File: config.mk
export PLATFORM = sky130hd
export DESIGN_NAME = fft_peak_picker_flat
export DESIGN_NICKNAME = d
export VERILOG_FILES = /design/src/rtl/ppg_pkg.sv /design/src/rtl/fft_peak_picker_if.sv /design/src/rtl/bin_to_bpm.sv /design/src/rtl/fft_peak_picker.sv /design/src/flat_wrapper.sv
export SDC_FILE = /design/constraint.sdc
export NUM_CORES = 1
export LEC_CHECK = 0
export ABC_CLOCK_PERIOD_IN_PS = 7350
export BUFFER_PORTS_ARGS = -buffer_cell sky130_fd_sc_hd__buf_2
export CORE_AREA = 2 2 139 141
export CTS_CLUSTER_DIAMETER = 100
export DETAILED_ROUTE_END_ITERATION = 7
export DIE_AREA = 0 0 141 143
export GPL_ROUTABILITY_DRIVEN = 0
export HOLD_SLACK_MARGIN = 0.08
export RECOVER_POWER = 100
export SLEW_MARGIN = 20
export SYNTH_ARGS = -nofsm -noshare
export SYNTH_HDL_FRONTEND = slang
export SYNTH_HIERARCHICAL = 1
export SYNTH_SLANG_ARGS = --single-unit
File: constraint.sdc
create_clock -name clk -period 7.35 [get_ports clk]
set_clock_uncertainty 0.2 [all_clocks]
set_input_delay 0 -clock clk [delete_from_list [all_inputs] [get_ports clk]]
set_output_delay 0 -clock clk [all_outputs]
set_load 0.01 [all_outputs]
File: src/rtl/ppg_pkg.sv
// Shared constants and types for the pulse-ox FFT post-processing chain.
package ppg_pkg;

    localparam int unsigned MAG_W         = 24;
    localparam int unsigned HR_W          = 10;
    localparam int unsigned FFT_BINS      = 512;

    // Upstream sqrt pipeline emits one bogus zero at the head of every burst.
    localparam int unsigned SKIP_BEATS    = 1;

    // Heart-rate window and bin-to-BPM scaling (fs*60/NFFT = 256*60/1024).
    localparam int unsigned DEF_BPM_MUL   = 15;
    localparam int unsigned DEF_BPM_SHIFT = 0;
    localparam int unsigned DEF_MIN_BIN   = 3;
    localparam int unsigned DEF_MAX_BIN   = 14;

    typedef enum logic [2:0] {
        ST_IDLE    = 3'd0,
        ST_SKIP    = 3'd1,
        ST_COLLECT = 3'd2,
        ST_CALC    = 3'd3,
        ST_OUT     = 3'd4,
        ST_DRAIN   = 3'd5
    } picker_state_e;

endpackage

File: src/rtl/fft_peak_picker_if.sv
// Magnitude stream in, AC/DC/heart-rate results out.
interface fft_peak_picker_if #(
    parameter int unsigned DATA_W = ppg_pkg::MAG_W,
    parameter int unsigned HR_W   = ppg_pkg::HR_W
);

    logic              mag_dv;
    logic [DATA_W-1:0] mag_data;
    logic [DATA_W-1:0] ac_comp;
    logic [DATA_W-1:0] dc_comp;
    logic [HR_W-1:0]   hr;
    logic              comp_dv;
    logic              frame_err;

    // Upstream / observer side.
    modport master (
        output mag_dv, mag_data,
        input  ac_comp, dc_comp, hr, comp_dv, frame_err
    );

    // Peak picker side.
    modport slave (
        input  mag_dv, mag_data,
        output ac_comp, dc_comp, hr, comp_dv, frame_err
    );

endinterface

File: src/rtl/bin_to_bpm.sv
// Registered bin-index to BPM conversion: multiply, shift, saturate.
module bin_to_bpm #(
    parameter int unsigned IDX_W     = 9,
    parameter int unsigned BPM_MUL   = 15,
    parameter int unsigned BPM_SHIFT = 0,
    parameter int unsigned HR_W      = 10
) (
    input  logic             clk,
    input  logic             reset_n,
    input  logic             en,
    input  logic [IDX_W-1:0] bin_idx,
    output logic [HR_W-1:0]  hr
);

    localparam int unsigned MUL_W = IDX_W + $clog2(BPM_MUL + 1);
    localparam int unsigned CMP_W = (MUL_W > HR_W) ? MUL_W : HR_W;

    logic [MUL_W-1:0] prod_c;
    logic [CMP_W-1:0] full_c;
    logic [HR_W-1:0]  sat_c;

    // Full-width product so large indices never wrap before saturation.
    assign prod_c = MUL_W'(bin_idx) * MUL_W'(BPM_MUL);
    assign full_c = CMP_W'(prod_c >> BPM_SHIFT);
    assign sat_c  = (full_c > CMP_W'({HR_W{1'b1}})) ? {HR_W{1'b1}} : HR_W'(full_c);

    // Capture the converted rate when the picker asks for it.
    always_ff @(posedge clk or negedge reset_n) begin
        if (!reset_n) begin
            hr <= '0;
        end else if (en) begin
            hr <= sat_c;
        end
    end

endmodule

File: src/rtl/fft_peak_picker.sv
// Picks DC (bin 0) and the AC peak inside the heart-rate window from one
// FFT magnitude burst, and reports the peak as beats per minute.
module fft_peak_picker #(
    parameter int unsigned DATA_W    = ppg_pkg::MAG_W,
    parameter int unsigned SKIP      = ppg_pkg::SKIP_BEATS,
    parameter int unsigned FRAME_LEN = ppg_pkg::FFT_BINS,
    parameter int unsigned MIN_BIN   = ppg_pkg::DEF_MIN_BIN,
    parameter int unsigned MAX_BIN   = ppg_pkg::DEF_MAX_BIN,
    parameter int unsigned BPM_MUL   = ppg_pkg::DEF_BPM_MUL,
    parameter int unsigned BPM_SHIFT = ppg_pkg::DEF_BPM_SHIFT,
    parameter int unsigned HR_W      = ppg_pkg::HR_W
) (
    input  logic             clk,
    input  logic             reset_n,
    fft_peak_picker_if.slave bus
);

    import ppg_pkg::*;

    localparam int unsigned BIN_W  = (FRAME_LEN > 1) ? $clog2(FRAME_LEN) : 1;
    localparam int unsigned SKIP_W = $clog2(SKIP + 2);

    generate
        if (!(MIN_BIN > 0 && MIN_BIN <= MAX_BIN && MAX_BIN < FRAME_LEN)) begin : g_bad_params
            $error("fft_peak_picker: requires 0 < MIN_BIN <= MAX_BIN < FRAME_LEN");
        end
    endgenerate

    picker_state_e state;
    picker_state_e state_nxt;

    logic [BIN_W-1:0]  bin_idx;
    logic [BIN_W-1:0]  pk_idx;
    logic [SKIP_W-1:0] skip_cnt;
    logic [DATA_W-1:0] pk_mag;
    logic [DATA_W-1:0] dc_tmp;
    logic [DATA_W-1:0] ac_comp;
    logic [DATA_W-1:0] dc_comp;
    logic [HR_W-1:0]   hr;
    logic [HR_W-1:0]   bpm_hr;
    logic              comp_dv;
    logic              frame_err;

    logic              skip_done_c;
    logic              start_c;
    logic              skip_inc_c;
    logic              bin_c;
    logic              calc_c;
    logic              out_c;
    logic              err_c;
    logic [BIN_W-1:0]  cur_bin_c;

    assign skip_done_c = (skip_cnt == SKIP_W'(SKIP));

    // State register.
    always_ff @(posedge clk or negedge reset_n) begin
        if (!reset_n) begin
            state <= ST_IDLE;
        end else begin
            state <= state_nxt;
        end
    end

    // Next-state: frame walk, abort on a dropped valid, drain any overrun.
    always_comb begin
        state_nxt = state;
        case (state)
            ST_IDLE: begin
                if (bus.mag_dv) begin
                    state_nxt = (SKIP > 0) ? ST_SKIP : ST_COLLECT;
                end
            end
            ST_SKIP: begin
                if (!bus.mag_dv) begin
                    state_nxt = ST_IDLE;
                end else if (skip_done_c) begin
                    state_nxt = ST_COLLECT;
                end
            end
            ST_COLLECT: begin
                if (!bus.mag_dv) begin
                    state_nxt = ST_IDLE;
                end else if (bin_idx == BIN_W'(FRAME_LEN - 1)) begin
                    state_nxt = ST_CALC;
                end
            end
            ST_CALC:  state_nxt = ST_OUT;
            ST_OUT:   state_nxt = ST_DRAIN;
            ST_DRAIN: begin
                if (!bus.mag_dv) begin
                    state_nxt = ST_IDLE;
                end
            end
            default:  state_nxt = ST_IDLE;
        endcase
    end

    // Per-state strobes. The beat that completes the skip count is bin 0,
    // so the bin index reads as 0 until COLLECT takes over.
    always_comb begin
        start_c    = 1'b0;
        skip_inc_c = 1'b0;
        bin_c      = 1'b0;
        calc_c     = 1'b0;
        out_c      = 1'b0;
        err_c      = 1'b0;
        cur_bin_c  = bin_idx;
        case (state)
            ST_IDLE: begin
                start_c   = bus.mag_dv;
                bin_c     = bus.mag_dv && (SKIP == 0);
                cur_bin_c = '0;
            end
            ST_SKIP: begin
                err_c      = !bus.mag_dv;
                skip_inc_c = bus.mag_dv && !skip_done_c;
                bin_c      = bus.mag_dv && skip_done_c;
                cur_bin_c  = '0;
            end
            ST_COLLECT: begin
                err_c = !bus.mag_dv;
                bin_c = bus.mag_dv;
            end
            ST_CALC: calc_c = 1'b1;
            ST_OUT:  out_c  = 1'b1;
            default: ;
        endcase
    end

    // Frame accumulators: DC latch, strict-greater peak search, bin counter.
    always_ff @(posedge clk or negedge reset_n) begin
        if (!reset_n) begin
            bin_idx  <= '0;
            skip_cnt <= '0;
            pk_mag   <= '0;
            pk_idx   <= '0;
            dc_tmp   <= '0;
        end else begin
            if (start_c) begin
                skip_cnt <= SKIP_W'(1);
                bin_idx  <= '0;
                pk_mag   <= '0;
                pk_idx   <= BIN_W'(MIN_BIN);
            end else if (skip_inc_c) begin
                skip_cnt <= skip_cnt + SKIP_W'(1);
            end
            if (bin_c) begin
                bin_idx <= cur_bin_c + BIN_W'(1);
                if (cur_bin_c == '0) begin
                    dc_tmp <= bus.mag_data;
                end
                if (cur_bin_c >= BIN_W'(MIN_BIN) && cur_bin_c <= BIN_W'(MAX_BIN) &&
                    bus.mag_data > pk_mag) begin
                    pk_mag <= bus.mag_data;
                    pk_idx <= cur_bin_c;
                end
            end
        end
    end

    bin_to_bpm #(
        .IDX_W     (BIN_W),
        .BPM_MUL   (BPM_MUL),
        .BPM_SHIFT (BPM_SHIFT),
        .HR_W      (HR_W)
    ) u_bin_to_bpm (
        .clk     (clk),
        .reset_n (reset_n),
        .en      (calc_c),
        .bin_idx (pk_idx),
        .hr      (bpm_hr)
    );

    // Result registers: load on OUT, hold otherwise; pulses last one cycle.
    always_ff @(posedge clk or negedge reset_n) begin
        if (!reset_n) begin
            ac_comp   <= '0;
            dc_comp   <= '0;
            hr        <= '0;
            comp_dv   <= 1'b0;
            frame_err <= 1'b0;
        end else begin
            comp_dv   <= out_c;
            frame_err <= err_c;
            if (out_c) begin
                ac_comp <= pk_mag;
                dc_comp <= dc_tmp;
                hr      <= bpm_hr;
            end
        end
    end

    assign bus.ac_comp   = ac_comp;
    assign bus.dc_comp   = dc_comp;
    assign bus.hr        = hr;
    assign bus.comp_dv   = comp_dv;
    assign bus.frame_err = frame_err;

endmodule

File: src/flat_wrapper.sv
// flat-port wrapper written by rule: the top's interface ports become plain ports
module fft_peak_picker_flat import ppg_pkg::*;
#(
    parameter int unsigned DATA_W    = ppg_pkg::MAG_W,
    parameter int unsigned SKIP      = ppg_pkg::SKIP_BEATS,
    parameter int unsigned FRAME_LEN = ppg_pkg::FFT_BINS,
    parameter int unsigned MIN_BIN   = ppg_pkg::DEF_MIN_BIN,
    parameter int unsigned MAX_BIN   = ppg_pkg::DEF_MAX_BIN,
    parameter int unsigned BPM_MUL   = ppg_pkg::DEF_BPM_MUL,
    parameter int unsigned BPM_SHIFT = ppg_pkg::DEF_BPM_SHIFT,
    parameter int unsigned HR_W      = ppg_pkg::HR_W
)
  (clk, reset_n, bus_mag_dv, bus_mag_data, bus_ac_comp, bus_dc_comp, bus_hr, bus_comp_dv, bus_frame_err);
  fft_peak_picker_if #(.DATA_W(DATA_W), .HR_W(HR_W)) bus_i ();
  input  logic clk;
  input  logic reset_n;
  input wire logic [$bits(bus_i.mag_dv)-1:0] bus_mag_dv;
  input wire logic [$bits(bus_i.mag_data)-1:0] bus_mag_data;
  output wire logic [$bits(bus_i.ac_comp)-1:0] bus_ac_comp;
  output wire logic [$bits(bus_i.dc_comp)-1:0] bus_dc_comp;
  output wire logic [$bits(bus_i.hr)-1:0] bus_hr;
  output wire logic [$bits(bus_i.comp_dv)-1:0] bus_comp_dv;
  output wire logic [$bits(bus_i.frame_err)-1:0] bus_frame_err;
  assign bus_i.mag_dv = bus_mag_dv;
  assign bus_i.mag_data = bus_mag_data;
  assign bus_ac_comp = bus_i.ac_comp;
  assign bus_dc_comp = bus_i.dc_comp;
  assign bus_hr = bus_i.hr;
  assign bus_comp_dv = bus_i.comp_dv;
  assign bus_frame_err = bus_i.frame_err;
  fft_peak_picker #(.DATA_W(DATA_W), .SKIP(SKIP), .FRAME_LEN(FRAME_LEN), .MIN_BIN(MIN_BIN), .MAX_BIN(MAX_BIN), .BPM_MUL(BPM_MUL), .BPM_SHIFT(BPM_SHIFT), .HR_W(HR_W)) u_core (.clk(clk), .reset_n(reset_n), .bus(bus_i));
endmodule
==> run_results.csv <==
group,metric,value,unit
synthesis,synth_top_cells_by_area,"dfrtp_1 48%, mux2_2 15%, ha_1 7.6%",
clock_network,cts_resized,0,
clock_network,clk_pin_slew,60,ps
synthesis,synth-edff-count,0,
final_layout,final_area,8700,µm²
critical_path,r2r-start,"u_core/state[1]",
clock_network,post_cts_buffers,0,
placed_design,place_hpwl,11.0,mm
clock_network,cts_made_buffers,17,
timing,hold_viol,0,
critical_path,startpoint_type,"flip-flop",
clock_network,cts_tree,"built",
critical_path,cp_max_fo,20,
die,die_y,143,µm
clock_network,clk-insertion-delay-late,420,ps
global_routing,grt_use_met3,4.49,%
critical_path,criticalPathCategory,"flip-flop to flip-flop",
synthesis,synth_top_area_share,47.8,%
critical_path,r2r_cells,10,
routing,drt-initial-drc-count,258,
timing,slew_viol_final,243,
timing,rsz0062_at_grt,"false",
critical_path,cp_top_family,"compound AO/OA/AOI/OAI gates",
routing,drc_errors,0,
synthesis,yosysTopAreaCell,"dfrtp_1",
placed_design,placed_area,8010,µm²
critical_path,crit_chain,"or2_0, nand2_1, inv_1, ha_1, nand4b_1, a31oi_1, a2111o_1, a31oi_1, buf_4, mux2_2",
power_and_ir_drop,p_leak,3.96,nW
die,die-area,20200,µm²
timing,worst-slew-pin-transition,3730,ps
global_routing,gr-total-overflow,0,
final_layout,layout-drive-gt1-share,22.7,%
die,core_area,18600,µm²
global_routing,met1_usage,20.8,%
placed_design,pre_cts_ws,3560,ps
routing,routed_wl,15.9,mm
clock_network,clock-root-buffer,"clkbuf_16",
critical_path,r2r_setup_slack,2530,ps
critical_path,path_common_cell,"a31oi_1",
die,rows,50,
clock_network,cts.path.max_buffers,2,
critical_path,path_buf_inv,2,
hold_path,whs_endpoint,"u_core/dc_tmp[0]",
clock_network,cts_htree_levels,4,
hold_path,hold_depth,3,
final_layout,diodes,0,
global_routing,grt_usage,16.9,%
global_routing,grt_max_degree,72,
synthesis,netlist_area,7390,µm²
global_routing,busiest_layer,"met2",
final_layout,multi_input_area,3450,µm²
routing,via_count,5110,
final_layout,area_growth,17.8,%
synthesis,netlist_instances,618,
final_layout,fill_cells,1700,
synthesis,yosysWarnings,6,
final_layout,seq_area,3530,µm²
synthesis,ys_types,59,
timing,setup_viol,0,
routing,wl_per_cell,16.3,µm
timing,min_period,4820,ps
timing,setup_tns,0,ps
timing,max_slew_margin,-148,%
global_routing,antenna_found_initial,0,
routing,drt-pass1-iter-count,5,
synthesis,yosysSeqAreaShare,47.8,%
synthesis,synth-main-ff-cell,"dfrtp_1",
final_layout,fin_nets,822,
critical_path,arrival,4910,ps
placed_design,port_buffers,86,
timing,worst_slack,2530,ps
routing,ant_nets,0,
timing,timing.final.crit_share,65.5,%
power_and_ir_drop,vdd_drop_max,0.193,mV
clock_network,clock-sinks,141,
critical_path,max_stage_delay,1360,ps
global_routing,grt_pass1_wl,27.1,mm
synthesis,ys_async_sr_fraction,100,%
critical_path,endpoint_kind,"flip-flop",
flow_run,maxCapViolCount,5,
global_routing,grtUsageMet2,28.5,%
routing,vias_per_cell,5.21,
synthesis,synth_area_per_cell,12.0,µm²
die,top_level_ports,87,
synthesis,syn_nets,705,
hold_path,hold_path_class,"input pin to flip-flop",
clock_network,postCtsHoldBufs,28,
global_routing,grt_pass1_vias,5486,
hold_path,hold_start,"bus_mag_data[0]",
critical_path,crit_slowest_cell,"a31oi_1",
die,die_w,141,µm
die,start_util,39.8,%
critical_path,crit_required,7450,ps
power_and_ir_drop,power_density,309,nW/µm²
critical_path,crit_start,"u_core/state[1]",
synthesis,synth_seq_cells,141,
run_status,violations,"max-capacitance violations, max-slew violations",
run_status,outcome,"finished, violations left",
timing,max_freq,208,MHz
critical_path,r2r-end,"u_core/pk_mag[13]",
-- state kept, by name (all words and copies together), names as in the netlist, 2 cells and up --
name	count
u_core/pk_mag	24
u_core/bus.hr	10
u_core/bin_idx	9
u_core/skip_cnt	2
u_core/bus.dc_comp	24
u_core/dc_tmp	24
u_core/state	3
u_core/pk_idx	9
u_core/u_bin_to_bpm/hr	10
u_core/bus.ac_comp	24
-- per-stage QoR --
| stage | utilization [%] | std cells | total power [W] | hold WS (ps) |
|---|---|---|---|---|
| final | 46.8 | 980 | 0.00269 | 182 |
| after global routing | 46.8 | 980 | 0.00286 | 189 |
| after CTS | 47.8 | 980 | 0.00275 | 166 |
| after global placement | 43.1 | 922 | 0.00185 | -156 |
| after floorplan | - | 618 | 0.00162 | -496 |
| after detailed placement | 43.1 | 922 | 0.00189 | -151 |
-- cell families after synthesis --
family	Yosys count	synth area share, %
xor gates and xnor gates	6	0.712
adders and majority gates	60	11.7
buffers and inverters	76	4.88
muxes	113	17.6
and+or+nand+nor	134	8.47
DFF	141	47.8
AOI/OAI and AO/OA	88	8.88
-- how the worst max path moves through the flow --
stage,endpoint,slack [ps],depth (start not counted)
after detailed placement,u_core/u_bin_to_bpm/hr[7],3560,10
after global routing,u_core/bus.dc_comp[21],2110,4
after floorplan,u_core/u_bin_to_bpm/hr[5],3850,11
final,u_core/pk_mag[13],2530,10
after global placement,u_core/u_bin_to_bpm/hr[7],3680,10
after CTS,u_core/u_bin_to_bpm/hr[7],3550,10
-- cell usage in the layout, fill, tap and decap left out, types with 3 or more instances in the layout --
cell           count
buf_2             25
nand2b_1           3
a31oi_1            9
a41oi_1            6
xnor2_1            3
nand2_1           31
clkbuf_16         17
inv_1             55
a21oi_1           23
nand3_1           13
clkinvlp_4         4
dfrtp_1          141
fa_1              15
and3_1             5
a311o_1            3
nor3_1             5
a211o_1            3
clkbuf_1          67
dlygate4sd3_1     27
nor2_1            54
xor2_1             3
mux2_2            96
mux2i_1            7
mux2_4             9
o21ai_0           17
o31ai_1            4
nand4_1            7
ha_1              45
a21o_1             4
-- cell usage after synthesis (3+ instances only) --
| cell type | n |
|---|---|
| fa_1 | 15 |
| nand4_1 | 7 |
| buf_6 | 3 |
| ha_1 | 45 |
| nand2_1 | 31 |
| a311o_1 | 3 |
| nor2_1 | 54 |
| buf_4 | 5 |
| a21oi_1 | 23 |
| mux2_4 | 10 |
| nand2b_1 | 3 |
| a31oi_1 | 8 |
| inv_1 | 55 |
| a211o_1 | 3 |
| and3_1 | 5 |
| nor3_1 | 5 |
| o31ai_1 | 4 |
| clkbuf_1 | 7 |
| xnor2_1 | 3 |
| mux2_2 | 96 |
| xor2_1 | 3 |
| mux2i_1 | 7 |
| a41oi_1 | 6 |
| a21o_1 | 4 |
| o21ai_0 | 17 |
| dfrtp_1 | 141 |
| nand3_1 | 13 |
-- where the power goes --
group	total (W)	switching (W)	internal, W
Combinational	0.000715	0.000377	0.000337
Clock	0.000834	0.000322	0.000513
Sequential	0.00114	0.000131	0.00101
Total	0.00269	0.000830	0.00186
-- metal layers --
metal | up-vias | routed length, µm
li1 | 2401 | -
met4 | 0 | 289
met1 | 2546 | 6960
met2 | 134 | 7860
met3 | 29 | 830
met5 | - | 0
-- area by class of cell --
class	instances	area share, %
flip-flops and latches	141	40.5
multi-input cells	401	39.6
repair buffers	119	7.48
clock buffers	20	5.25
well taps	234	3.36
inverters	55	2.37
clock inverters	10	1.35
-- worst min-delay path, stage by stage --
cell           delay [ps]
dlygate4sd3_1         520
buf_2                 110
mux2_2                140
(Power assumes the default switching activity.)
